$ cat src/rtl/pipe_stage_skid.sv
// Pipeline stage register with a 2-entry skid buffer and valid/ready on both
// sides. Upstream ready is registered, so there is no combinational path from
// m_ready_i to s_ready_o. A flush empties the stage and drives DEFAULT.
module pipe_stage_skid #(
  parameter int              DW      = 32,
  parameter logic [DW-1:0]   DEFAULT = {DW{1'b0}}
) (
  input  logic          clk,
  input  logic          rst,
  input  logic          flush_i,
  input  logic          s_valid_i,
  output logic          s_ready_o,
  input  logic [DW-1:0] s_data_i,
  output logic          m_valid_o,
  input  logic          m_ready_i,
  output logic [DW-1:0] m_data_o,
  output logic [1:0]    count_o,
  output logic          drop_o
);

  typedef enum logic [1:0] {EMPTY = 2'd0, FULL = 2'd1, SKID = 2'd2} state_t;

  state_t        r_state, w_state_nx;
  logic [DW-1:0] r_main, w_main_nx;
  logic [DW-1:0] r_skid, w_skid_nx;
  logic          r_ready;
  logic          r_drop;
  logic          w_in, w_out, w_drop_nx;

  // Handshakes as seen at the coming edge.
  assign w_in  = s_valid_i & r_ready;
  assign w_out = (r_state != EMPTY) & m_ready_i;

  // Main always holds DEFAULT while empty, so the output needs no mux.
  assign m_valid_o = (r_state != EMPTY);
  assign m_data_o  = r_main;
  assign s_ready_o = r_ready;
  assign drop_o    = r_drop;

  // Occupancy straight from the state encoding.
  always_comb begin
    count_o = 2'd0;
    case (r_state)
      FULL:    count_o = 2'd1;
      SKID:    count_o = 2'd2;
      default: count_o = 2'd0;
    endcase
  end

  // Next-state and next-payload selection; flush overrides every transfer.
  always_comb begin
    w_state_nx = r_state;
    w_main_nx  = r_main;
    w_skid_nx  = r_skid;
    w_drop_nx  = 1'b0;
    if (flush_i) begin
      w_state_nx = EMPTY;
      w_main_nx  = DEFAULT;
      w_skid_nx  = DEFAULT;
      w_drop_nx  = (r_state != EMPTY) | w_in;
    end else begin
      case (r_state)
        EMPTY: begin
          if (w_in) begin
            w_main_nx  = s_data_i;
            w_state_nx = FULL;
          end
        end
        FULL: begin
          if (w_in && w_out) begin
            w_main_nx = s_data_i;
          end else if (w_in) begin
            w_skid_nx  = s_data_i;
            w_state_nx = SKID;
          end else if (w_out) begin
            w_main_nx  = DEFAULT;
            w_state_nx = EMPTY;
          end
        end
        SKID: begin
          // Ready is low here, so only the drain side can move.
          if (w_out) begin
            w_main_nx  = r_skid;
            w_skid_nx  = DEFAULT;
            w_state_nx = FULL;
          end
        end
        default: begin
          w_state_nx = EMPTY;
          w_main_nx  = DEFAULT;
          w_skid_nx  = DEFAULT;
        end
      endcase
    end
  end

  // State, payload, registered ready and drop pulse.
  always_ff @(posedge clk or posedge rst) begin
    if (rst) begin
      r_state <= EMPTY;
      r_main  <= DEFAULT;
      r_skid  <= DEFAULT;
      r_ready <= 1'b1;
      r_drop  <= 1'b0;
    end else begin
      r_state <= w_state_nx;
      r_main  <= w_main_nx;
      r_skid  <= w_skid_nx;
      r_ready <= (w_state_nx != SKID);
      r_drop  <= w_drop_nx;
    end
  end

endmodule

$ cat config.mk
export PLATFORM = sky130hd
export DESIGN_NAME = pipe_stage_skid
export DESIGN_NICKNAME = d
export VERILOG_FILES = /design/src/rtl/pipe_stage_skid.sv
export SDC_FILE = /design/constraint.sdc
export NUM_CORES = 1
export LEC_CHECK = 0
export CAP_MARGIN = 20
export CORE_MARGIN = 5
export CORE_UTILIZATION = 40
export DETAILED_ROUTE_END_ITERATION = 8
export GPL_ROUTABILITY_DRIVEN = 0
export PLACE_DENSITY = 0.65
export SLEW_MARGIN = 20
export SYNTH_ARGS = -nofsm -noshare
export SYNTH_HDL_FRONTEND = slang
export SYNTH_SLANG_ARGS = --single-unit
$ cat constraint.sdc
create_clock -name clk -period 2.1 [get_ports clk]
set_input_delay 0.21 -clock clk [delete_from_list [all_inputs] [get_ports clk]]
set_output_delay 0.21 -clock clk [all_outputs]
set_load 0.05 [all_outputs]
==> summary.txt <==
status: complete, no violations
Clock Sinks: 68
Post-CTS Resized: 0
top cell type's share of synthesized area: 47.32%
Max-slew headroom: 47.31%
Peak Freq: 0.5168 GHz
NumNets Final: 422
Initial Util: 40.83%
CTS H-Tree Depth: 3
layout cells sized above 1: 11.03%
die width: 104.1 microns
Reg2Reg Depth: 6
cell area after synthesis: 0.003543 sq mm
vias per cell: 5.422
Core Area: 0.008678 sq mm
Antenna Nets Post-Route: 0
Buf/Inv on CP: 1
CP Launch Type: register
CTS Hold Bufs: 0
RSZ-0062 raised after global routing: false
max cap viols: 0
most frequent cell after synthesis: dfrtp_1
Hold Vio Cnt, Final: 0
total number of vias: 2,700
fill count: 832
Post-CTS Setup Repair Bufs: 0
Tmin final: 1.935 ns
crit-path cells: clkdlybuf4s50_1
Syn Area/Cell: 11.04 sq um
Worst Tran Pin Value: 0.7885 ns
FFs w/ async S/R, synth: 100.0%
area grow syn2layout: 27.37%
register area share after synthesis: 48.06%
Final period util: 92.14%
Leak: 1.812 nW
WL/cell: 17.33 microns
Clk pin slew, worst setup/hold paths: 0.08 ns
cell count after synthesis: 321
vias in the first global route: 2,852
I/O Buffers: 73
total CTS buffers: 9
n_diodes: 0
largest cells by area after synthesis: dfrtp_1, mux2i_1, a22o_1
DP Worst Slack: 0.03876 ns
#FFs+latches synth: 68
utilization after layout: 52.00%
global-route wire length before repair: 14.68 mm
Post-synth top cells: dfrtp_1, nand3_1, nand2b_1
delay-heaviest family, CP: buffers and inverters
Die ar.: 0.01084 sq mm
Clock Tree Buf Depth: 2
TNS Setup: 0 ns
syn_nets: 358
CP peak stage delay: 0.81 ns
row count: 34
hold crit path type: primary input to asynchronous set/reset pin
DRT Wirelength: 8.629 mm
Die H: 104.1 microns
Crit. End Element: output port
pin count of the biggest net entering global routing: 69
R2R Setup Slk: 0.30 ns
synth warn: 0
Synth area leader: dfrtp_1
final setup vio count: 0
number of antenna violations at the first check in global routing: 0
area of the multi-input gates: 0.001587 sq mm
gr usage total: 16.39%
Reg area: 0.001704 sq mm
DP HPWL: 5.419 mm
GR Overflow Total: 0
Pre-antenna DRT Iters: 4
Post-route DRC: 0
ys flop type: dfrtp_1
Worst Path Required: 1.89 ns
fin. max-slew vios: 0
Ports: 74
starting DRC count in detailed routing: 143
Crit Path Category: register to output port
Pwr Density: 726.4 mW/mm^2
EDFF count, synth: 0
clk_lat worst skew: 0.34 ns
synth unique cells: 29
number of cells on the critical path: 1
WP data arrival: 1.72 ns
PnR worst setup slack: 0.1652 ns
clk root buf: clkbuf_8
crit path max-delay cell type: clkdlybuf4s50_1
CTS tree: built
maximum vdd ir drop: 0.2975 mV
clock skew: 0.008991 ns
CP Max Fanout: 6
-- registers in the layout (all words and copies together) (netlist names) --
register	flops
m_data_o	32
r_skid	32
s_ready_o	1
r_state	2
drop_o	1
-- worst paths after layout --
path	end	from
setup / recovery	s_ready_o	s_ready_o
hold / removal	m_data_o[1]	rst
setup reg to reg	m_data_o[21]	r_state[1]
hold reg to reg	m_data_o[11]	m_data_o[11]
max in group asynchronous	s_ready_o	rst
min in group clk	r_skid[27]	s_data_i[27]
-- per-layer routing --
layer / GRT usage [%] / part of all wire, % / vias to the layer above
li1: - / - / 1309
met1: 22.18 / 47 / 1318
met2: 26.05 / 48 / 65
met3: 3.414 / 4.1 / 8
met4: 5.643 / 0.97 / 0
met5: 0 / 0 / -
-- logic make-up after synthesis --
kind of cell,Yosys count,synth area share (%)
and+or+nand+nor,79,12.68
DFF,68,48.06
muxes,32,9.040
AOI/OAI and AO/OA,105,22.67
buffers and inverters,37,7.557
-- layout make-up --
cell class                      instances  share of cell area, %
Tap cell                              108                  2.994
Sequential cell                        68                  37.76
Multi-Input combinational cell        216                  35.15
Inverter                                4                 0.3327
Timing Repair Buffer                   86                  19.30
Clock inverter                          6                  1.414
Clock buffer                           10                  3.050
-- through the flow --
| stage | instances | hold WS (ns) | power (W) | cell area, sq um |
|---|---|---|---|---|
| 2_1_floorplan | 321 | 0.3456 | 0.001933 | 3543 |
| 3_3_place_gp | 482 | 0.4906 | 0.002196 | 4312 |
| 4_1_cts | 498 | 0.2971 | 0.003309 | 4513 |
| 6_report | 498 | 0.2937 | 0.003278 | 4513 |
| 5_1_grt | 498 | 0.3267 | 0.003420 | 4513 |
| 3_5_place_dp | 482 | 0.4949 | 0.002203 | 4312 |
-- placed cells by master (no fill, tap or decap), types with 3 or more instances in the layout --
cell             count
o2bb2ai_1           32
buf_12               4
buf_4               12
nand3b_1             3
nand3_1             34
o21ai_1             32
clkbuf_8            10
nand2b_1            33
mux2i_1             32
clkdlybuf4s50_1     70
dfrtp_1             66
a22o_1              32
-- tightest hold or removal path, cell delays in order --
cell and delay (ns):
clkdlybuf4s50_1 0.42, inv_2 0.08, buf_12 0.32
-- report_power, final --
part           total (W)  internal (W)  switching, W
Sequential       0.00142       0.00137     0.0000436
Combinational   0.000753      0.000292      0.000461
Clock            0.00111      0.000579      0.000529
Total            0.00328       0.00224       0.00103
(Power assumes the default switching activity.)
